===== src/rtl/alu_sequencer.sv =====
// alu_sequencer: feeds an external 8-bit combinational ALU from a valid/ready
// command stream and returns each captured result as a valid/ready response.
// Each command runs through three states: IDLE accepts it, EXEC drives the ALU
// for one full cycle, and RESP holds the response until it is consumed.
// An internal accumulator can supply operand A and can receive the result.
module alu_sequencer #(
    parameter int WIDTH = 8,
    parameter int CNT_W = 16
) (
    input  logic             clk,
    input  logic             reset,
    input  logic             cmd_valid,
    output logic             cmd_ready,
    input  logic [3:0]       cmd_op,
    input  logic [WIDTH-1:0] cmd_a,
    input  logic [WIDTH-1:0] cmd_b,
    input  logic             cmd_use_acc,
    input  logic             cmd_wb,
    output logic [3:0]       alu_opcode,
    output logic [WIDTH-1:0] alu_in_a,
    output logic [WIDTH-1:0] alu_in_b,
    input  logic [WIDTH-1:0] alu_result,
    input  logic             alu_cout,
    output logic             rsp_valid,
    input  logic             rsp_ready,
    output logic [WIDTH-1:0] rsp_data,
    output logic             rsp_carry,
    output logic             rsp_zero,
    output logic             rsp_err,
    output logic [WIDTH-1:0] acc,
    output logic [CNT_W-1:0] op_count
);

    typedef enum logic [1:0] {
        IDLE = 2'd0,
        EXEC = 2'd1,
        RESP = 2'd2
    } state_t;

    state_t state;
    logic   wb_flag;
    logic   err_flag;

    // Sequencer FSM: all outputs are registered, so every output is held steady between edges.
    // NOTE: every register in this block is assigned with <=, so each branch reads the values from before the edge.
    always_ff @(posedge clk) begin
        if (reset) begin
            state      <= IDLE;
            cmd_ready  <= 1'b0;
            alu_opcode <= '0;
            alu_in_a   <= '0;
            alu_in_b   <= '0;
            wb_flag    <= 1'b0;
            err_flag   <= 1'b0;
            rsp_valid  <= 1'b0;
            rsp_data   <= '0;
            rsp_carry  <= 1'b0;
            rsp_zero   <= 1'b0;
            rsp_err    <= 1'b0;
            acc        <= '0;
            op_count   <= '0;
        end else begin
            case (state)
                IDLE: begin
                    if (cmd_ready && cmd_valid) begin
                        // The drive registers change only here, so the ALU inputs are stable through EXEC and RESP.
                        alu_opcode <= cmd_op;
                        alu_in_a   <= cmd_use_acc ? acc : cmd_a;
                        alu_in_b   <= cmd_b;
                        wb_flag    <= cmd_wb;
                        err_flag   <= (cmd_op == 4'h0) || (cmd_op > 4'hB);
                        cmd_ready  <= 1'b0;
                        state      <= EXEC;
                    end else begin
                        // cmd_ready comes up one cycle after reset is released.
                        cmd_ready <= 1'b1;
                    end
                end
                EXEC: begin
                    if (err_flag) begin
                        rsp_data  <= '0;
                        rsp_carry <= 1'b0;
                        rsp_zero  <= 1'b1;
                        rsp_err   <= 1'b1;
                    end else begin
                        rsp_data  <= alu_result;
                        rsp_carry <= alu_cout;
                        // Zero is taken from the 8-bit result, so a wrap such as FF+01 reports zero.
                        rsp_zero  <= (alu_result == '0);
                        rsp_err   <= 1'b0;
                        if (wb_flag) begin
                            acc <= alu_result;
                        end
                    end
                    rsp_valid <= 1'b1;
                    state     <= RESP;
                end
                RESP: begin
                    if (rsp_ready) begin
                        rsp_valid <= 1'b0;
                        op_count  <= op_count + 1'b1;
                        cmd_ready <= 1'b1;
                        state     <= IDLE;
                    end
                end
                default: begin
                    state     <= IDLE;
                    cmd_ready <= 1'b0;
                    rsp_valid <= 1'b0;
                end
            endcase
        end
    end

endmodule


===== config.mk =====
export PLATFORM = sky130hd
export DESIGN_NAME = alu_sequencer
export DESIGN_NICKNAME = d
export VERILOG_FILES = /design/src/rtl/alu_sequencer.sv
export SDC_FILE = /design/constraint.sdc
export NUM_CORES = 1
export LEC_CHECK = 0
export CAP_MARGIN = 15
export CORE_MARGIN = 3
export CORE_UTILIZATION = 41
export CTS_BUF_LIST = sky130_fd_sc_hd__clkbuf_8
export DETAILED_ROUTE_END_ITERATION = 8
export PLACE_DENSITY = 0.85
export REMOVE_ABC_BUFFERS = 1
export SLEW_MARGIN = 10
export SYNTH_ARGS = -nofsm -noshare
export SYNTH_HDL_FRONTEND = slang
export SYNTH_SLANG_ARGS = --single-unit

===== constraint.sdc =====
create_clock -name clk -period 1.61 [get_ports clk]
set_input_delay 0.322 -clock clk [delete_from_list [all_inputs] [get_ports clk]]
set_output_delay 0.322 -clock clk [all_outputs]
set_load 0.1 [all_outputs]

==> results.cfg, run 1 <==
[detailed_routing]
vias = 2427
remaining_drc_errors = 0
routed_via_density = 5.20
routed_wirelength_um = 7210
postRouteAntennaNets = 0
iteration_count_of_the_initial_detailed_routing_pass = 4
route.detailed.wl_per_inst_um = 15.4
drtIter0Drc = 119

[power]
seq_power_share_pct = 42.3
power.total_mw = 3.82
worst_ir_drop_vdd_mv = 0.838
cellInternalPower_mw = 2.71
swShare_pct = 29.0
power_frac_clock_pct = 36.6
power_per_cell_area_nw_per_um2 = 859
switchingPower_mw = 1.11
power.combinational.fraction_pct = 21.1
power.leakage_nw = 1.74

[sta]
setup_tns_ns = 0
worstMarginPinSlew_ns = 0.457
slew_viol_final = 0
rsz0062_at_grt = false
timing.final.crit_period_ns = 1.56
skew_ns = 0.00430
relSlewSlack_pct = 69.5
fmaxAchievable_mhz = 642
finalWorstSetupSlack_ns = 0.0521
layout_worst_path_cycle_share_pct = 96.8
timing_hold_violations_final = 0
final_setup_viols = 0

[setup_path]
cp-start-kind = flip-flop
regToRegEndpoint = op_count[12]$_SDFFE_PP0P_
critical_path.max_stage_delay_ns = 0.50
critical_path.slowest_cell = sky130_fd_sc_hd__or4_1
timing.critical_path.arrival_ns = 1.82
worstPathRequired_ns = 1.87
crit_path_max_fanout = 6
regToRegStartpoint = op_count[3]$_SDFFE_PP0P_
r2r.worst_path.cells = 4
worstSetupEndpointType = flip-flop
timing_worst_setup_path_type = flip-flop to flip-flop
critical_path.top_delay_family = simple AND/OR/NAND/NOR gates
ff2ff_setup_slack_ns = 0.05
critPathBufInv = 0
cells_along_the_critical_path = nand4_4 -> or2_4 -> or4_1 -> a21oi_1

[yosys]
seq_area_frac_synth_pct = 49.1
mappedNetlistArea_um2 = 2490
synth_largest_area_cell = sky130_fd_sc_hd__dfxtp_1
synthFlopType = sky130_fd_sc_hd__dfxtp_1
synth_async_sr_flop_share_pct = 0
ys_seq_elements = 61
postSynthAreaPerCell_um2 = 8.98
yosysTopAreaCellShare_pct = 49.1
unique_masters_post_synth = 38
syn_inst = 277
synth_edf_count = 0
synth.area.top_cells = sky130_fd_sc_hd__dfxtp_1 (49%), sky130_fd_sc_hd__mux2i_1 (7.2%), sky130_fd_sc_hd__nor2_1 (6.2%), sky130_fd_sc_hd__a21oi_1 (5.6%), sky130_fd_sc_hd__nand2_1 (4.7%)
yosys_warnings = 0

[clock_network]
clock_sink_count = 61
cts_setup_buffers = 0
cts-resized-gates = 0
insertion_delay_ns = 0.33
cts_buffer_depth = 2
clock_tree.htree_level_count = 3
cts.hold.buffers_added = 0
cts_tree = yes
cts_inserted_buffers = 9
clk_pin_slew_ns = 0.06
clk_root_buffer_cell = sky130_fd_sc_hd__clkbuf_8

[hold_path]
hold_path_class = primary input to flip-flop
holdCritStartpoint = reset
whs_path_depth = 2
timing.hold.worst_endpoint = acc[4]$_SDFFE_PP0P_

[run_status]
status = finished, final reports clean

[finish]
ff_latch_area_um2 = 1230
multi_input_gate_area_um2 = 1180
finish.instance_area_um2 = 4450
final_net_count = 426
drive_gt1_share_pct = 30.4
finalNonFillerCells = 467
inserted_diodes = 0
n_fill_cell = 350
area_growth_pct = 78.9

[die]
floorplan.rows = 27
floorplan.initialDensity_pct = 43.8
floorplan.die.height_um = 83.9
die_width_um = 83.9
io_pins = 92
die-area_um2 = 7030
placeableCoreArea_um2 = 5680

[job]
max_capacitance_violation_count = 0

[grt]
grt_start_max_net_pins = 25
grt_pass1_wl_um = 11800
antenna_violations_before_repair = 0
grt_pass1_vias = 2464
grtUsageTotal_pct = 21.1
globalRoute.totalOverflow = 0

[placement]
place_area_um2 = 4220
placed_cells_incl_taps = 451
io_buffer_count = 91
last_weighted_congestion_value_of_the_routability_driven_placer = 0.811
detailed_place_hpwl_um = 5540
preCtsSetupSlack_ns = -0.312
## metal layers
metal  vias up  part of all wire, %  routed length, um  global-route usage, %
li1       1183                    -                  -                      -
met2        85                   53               3840                   36.9
met5         -                    0                  0                      0
met1      1145                   39               2820                   22.9
met3        14                  5.5                398                   7.01
met4         0                  2.1                148                   9.50
## worst max-delay path by stage
stage                              from                        end  slack [ns]  cells after the start
2_1_floorplan    cmd_ready$_SDFFE_PP0P_     cmd_ready$_SDFFE_PP0P_       -1.67                      3
3_3_place_gp                  rsp_ready  op_count[14]$_SDFFE_PP0P_       -0.28                      5
3_5_place_dp                  rsp_ready  op_count[14]$_SDFFE_PP0P_       -0.31                      5
4_1_cts                       rsp_ready  op_count[14]$_SDFFE_PP0P_        0.03                      5
5_1_grt        op_count[3]$_SDFFE_PP0P_  op_count[12]$_SDFFE_PP0P_       0.004                      4
6_report       op_count[3]$_SDFFE_PP0P_  op_count[12]$_SDFFE_PP0P_        0.05                      4
## power groups by stage
stage | Clock [mW] | Combinational (mW) | Sequential [mW]
after floorplan | 0 | 0.111 | 1.95
after global placement | 0 | 0.793 | 1.64
after detailed placement | 0 | 0.808 | 1.65
after CTS | 1.44 | 0.811 | 1.62
after global routing | 1.50 | 0.841 | 1.62
final | 1.40 | 0.805 | 1.62
## kinds of logic (layout without fill, tap and decap cells)
logic type,after synthesis,count (layout),synth area share [%]
AOI/OAI and AO/OA,45,45,11.0
xor gates and xnor gates,10,10,3.52
adders and majority gates,1,1,0.503
buffers and inverters,25,143,3.98
DFF,61,61,49.1
muxes,18,18,7.25
and+or+nand+nor,117,117,24.7
## sequential cells by signal (all words and copies together), names as in the netlist
name,count
alu_in_b,8
err_flag,1
acc,8
rsp_valid,1
rsp_carry,1
op_count,16
alu_in_a,8
cmd_ready,1
rsp_err,1
wb_flag,1
state,2
rsp_data,8
rsp_zero,1
alu_opcode,4
## per-stage QoR
stage / utilization (%) / hold slack (ns)
finish: 78.4 / 0.424
global route: 78.4 / 0.433
CTS: 78.1 / 0.400
detailed placement: 74.4 / 0.446
global placement: 74.4 / 0.443
floorplan: - / 0.391
## synthesized netlist by cell type, types with 2 or more instances
library cell and instances:
sky130_fd_sc_hd__a211oi_1 10, sky130_fd_sc_hd__dfxtp_1 61, sky130_fd_sc_hd__nor3_1 6, sky130_fd_sc_hd__nor3b_1 12, sky130_fd_sc_hd__nor4_1 5, sky130_fd_sc_hd__xnor2_1 6
sky130_fd_sc_hd__clkbuf_1 13, sky130_fd_sc_hd__nand2b_1 2, sky130_fd_sc_hd__nand3_1 5, sky130_fd_sc_hd__xor2_1 4, sky130_fd_sc_hd__a21oi_1 28, sky130_fd_sc_hd__buf_2 4
sky130_fd_sc_hd__nand4_1 2, sky130_fd_sc_hd__mux2i_1 18, sky130_fd_sc_hd__or4_1 2, sky130_fd_sc_hd__nor2_1 41, sky130_fd_sc_hd__inv_1 5, sky130_fd_sc_hd__buf_1 3
sky130_fd_sc_hd__nand2_1 31
## final cells by class
type,count,area share (%)
inverters,5,0.422
well taps,72,2.03
clock buffers,12,3.71
repair buffers,122,38.8
clock inverters,4,1.01
multi-input cells,191,26.4
flip-flops and latches,61,27.6
## cell usage in the layout, fill, tap and decap left out, types with 6 or more instances in the layout
cell                              Yosys  layout
sky130_fd_sc_hd__nand2_1             31      30
sky130_fd_sc_hd__buf_4                0      30
sky130_fd_sc_hd__clkbuf_8             0      12
sky130_fd_sc_hd__nor3b_1             12      11
sky130_fd_sc_hd__nor3_1               6       6
sky130_fd_sc_hd__mux2i_1             18      18
sky130_fd_sc_hd__xnor2_1              6       6
sky130_fd_sc_hd__a211oi_1            10      10
sky130_fd_sc_hd__a21oi_1             28      28
sky130_fd_sc_hd__clkdlybuf4s50_1      0      32
sky130_fd_sc_hd__buf_12               0      58
sky130_fd_sc_hd__nor2_1              41      41
sky130_fd_sc_hd__dfxtp_1             61      56
Note: power is estimated with default switching activity, not from simulation.
==> inputs of run 2 (changes only) <==
--- a/config.mk
+++ b/config.mk
@@ -6,7 +6,6 @@
 export NUM_CORES = 1
 export LEC_CHECK = 0
 export CAP_MARGIN = 15
-export CORE_MARGIN = 3
 export CORE_UTILIZATION = 41
 export CTS_BUF_LIST = sky130_fd_sc_hd__clkbuf_8
 export DETAILED_ROUTE_END_ITERATION = 8
==> run 2 against run 1 <==
The flow now finishes with violations (setup timing). Fmax decreased by 3.4%. Hold slack got worse by 0.072 ns. Cell count unchanged. Combinational power increased by 2%. Critical endpoint unchanged. Largest cell class unchanged. Highest routed layer unchanged.
==> results.cfg, run 2 (synthesis gave the netlist of run 1 again) <==
[finish]
ff_latch_area_um2 = 1220
final_net_count = 427
utilization_pct = 78.7
drive_gt1_share_pct = 30.6
largest_register = op_count
layout_common_cells = sky130_fd_sc_hd__dfxtp_1 (58), sky130_fd_sc_hd__buf_12 (58), sky130_fd_sc_hd__nor2_1 (41)
finalNonFillerCells = 467
inserted_diodes = 0
finish.instance_area_um2 = 4470
multi_input_gate_area_um2 = 1220
n_fill_cell = 320
area_growth_pct = 79.7
largest_register_ffs = 16

[sta]
finalWorstSetupSlack_ns = -0.00323
relSlewSlack_pct = 69.0
fmaxAchievable_mhz = 620
timing_hold_violations_final = 0
layout_worst_path_cycle_share_pct = 100
timing.final.crit_period_ns = 1.61
worstMarginPinSlew_ns = 0.461
slew_viol_final = 0
skew_ns = 0.00954
final_setup_viols = 1

[setup_path]
ff2ff_setup_slack_ns = -0.003
worstSetupEndpointType = flip-flop
crit_path_max_fanout = 4
timing.critical_path.arrival_ns = 1.90
r2r.worst_path.cells = 4
regToRegStartpoint = op_count[9]$_SDFFE_PP0P_
cp-start-kind = flip-flop
timing_worst_setup_path_type = flip-flop to flip-flop
worstPathRequired_ns = 1.89
regToRegEndpoint = op_count[12]$_SDFFE_PP0P_

[hold_path]
whs_path_depth = 2
hold_path_class = primary input to flip-flop
holdCritStartpoint = reset
timing.hold.worst_endpoint = op_count[8]$_SDFFE_PP0P_

[detailed_routing]
routed_wirelength_um = 8260
iteration_count_of_the_initial_detailed_routing_pass = 5
remaining_drc_errors = 0
vias = 2534
route.detailed.wl_per_inst_um = 17.7
routed_via_density = 5.43
postRouteAntennaNets = 0
drtIter0Drc = 153

[clock_network]
cts_inserted_buffers = 9
cts_buffer_depth = 2
insertion_delay_ns = 0.35
cts_tree = yes
clock_tree.htree_level_count = 3
clk_pin_slew_ns = 0.07
cts.hold.buffers_added = 0
clk_root_buffer_cell = sky130_fd_sc_hd__clkbuf_8
clock_sink_count = 61

[grt]
grt_pass1_vias = 2603
grt_pass1_wl_um = 12400
globalRoute.totalOverflow = 0
grt_start_max_net_pins = 27
antenna_violations_before_repair = 0
grtUsageTotal_pct = 26.0

[die]
die_width_um = 79.9
floorplan.initialDensity_pct = 43.8
floorplan.die.height_um = 79.9
io_pins = 92
placeableCoreArea_um2 = 5680
die-area_um2 = 6380
floorplan.rows = 27

[power]
power_per_cell_area_nw_per_um2 = 823
worst_ir_drop_vdd_mv = 0.659
power.total_mw = 3.68
power.leakage_nw = 1.73

[run_status]
status = complete, but fails checks
failed_checks = setup timing

[job]
max_capacitance_violation_count = 0

[placement]
detailed_place_hpwl_um = 5430
place_area_um2 = 4200
last_weighted_congestion_value_of_the_routability_driven_placer = 0.880
io_buffer_count = 91
placed_cells_incl_taps = 448
## run 2: cell count changes in the layout (fill, tap and decap cells not counted), sizes merged
cell	before	now
inv	5	7
clkinv	3	1
buf	89	90
bufinv	1	0
## run 2: what timing repair did
item	CTS	global route
setup endpoints to repair	1	9
gates resized for setup	2	12
setup buffers	1	3
pin swaps	1	3
## run 2: metrics by stage
step / worst slack (ns) / TNS (ns) / hold WS (ns)
4_1_cts: 0.00173 / 0 / 0.345
2_1_floorplan: -1.67 / -48.79 / 0.391
6_report: -0.00323 / -0.00323 / 0.353
5_1_grt: -0.0420 / -0.138 / 0.362
3_3_place_gp: -0.307 / -1.47 / 0.441
3_5_place_dp: -0.395 / -4.01 / 0.466
## run 2: area by class of cell
| cell class | instances | area share, % |
|---|---|---|
| Sequential cell | 61 | 27.4 |
| Clock inverter | 3 | 0.280 |
| Tap cell | 72 | 2.02 |
| Multi-Input combinational cell | 191 | 27.3 |
| Timing Repair Buffer | 123 | 38.9 |
| Inverter | 5 | 0.420 |
| Clock buffer | 12 | 3.70 |
## run 2: how the worst max path moves through the flow
| stage | slack (ns) | from | cells past startpoint | to |
|---|---|---|---|---|
| finish | -0.003 | op_count[9]$_SDFFE_PP0P_ | 4 | op_count[12]$_SDFFE_PP0P_ |
| global route | -0.04 | op_count[5]$_SDFFE_PP0P_ | 5 | op_count[8]$_SDFFE_PP0P_ |
| CTS | 0.002 | op_count[0]$_SDFFE_PP0P_ | 5 | op_count[14]$_SDFFE_PP0P_ |
| detailed placement | -0.39 | rsp_ready | 5 | op_count[14]$_SDFFE_PP0P_ |
| global placement | -0.31 | rsp_ready | 5 | op_count[14]$_SDFFE_PP0P_ |
| floorplan | -1.67 | cmd_ready$_SDFFE_PP0P_ | 3 | cmd_ready$_SDFFE_PP0P_ |
## run 2: critical path: stages (launching register included)
cell and delay [ns]:
sky130_fd_sc_hd__dfxtp_1 0.35, sky130_fd_sc_hd__nand3_1 0.21, sky130_fd_sc_hd__or2_4 0.32, sky130_fd_sc_hd__or4_1 0.51, sky130_fd_sc_hd__a21oi_1 0.15
## run 2: power breakdown
part	switching [mW]	internal (mW)
sequential	0.0572	1.56
combinational	0.501	0.323
clock	0.571	0.662
total	1.13	2.55
## run 2: layer usage
| layer | global-route usage [%] | share of wire, % | routed length [um] |
|---|---|---|---|
| met5 | 0 | 0 | 0 |
| met4 | 12.3 | 2.8 | 229 |
| met3 | 9.83 | 6.2 | 509 |
| met2 | 46.7 | 54 | 4430 |
| met1 | 26.4 | 37 | 3090 |
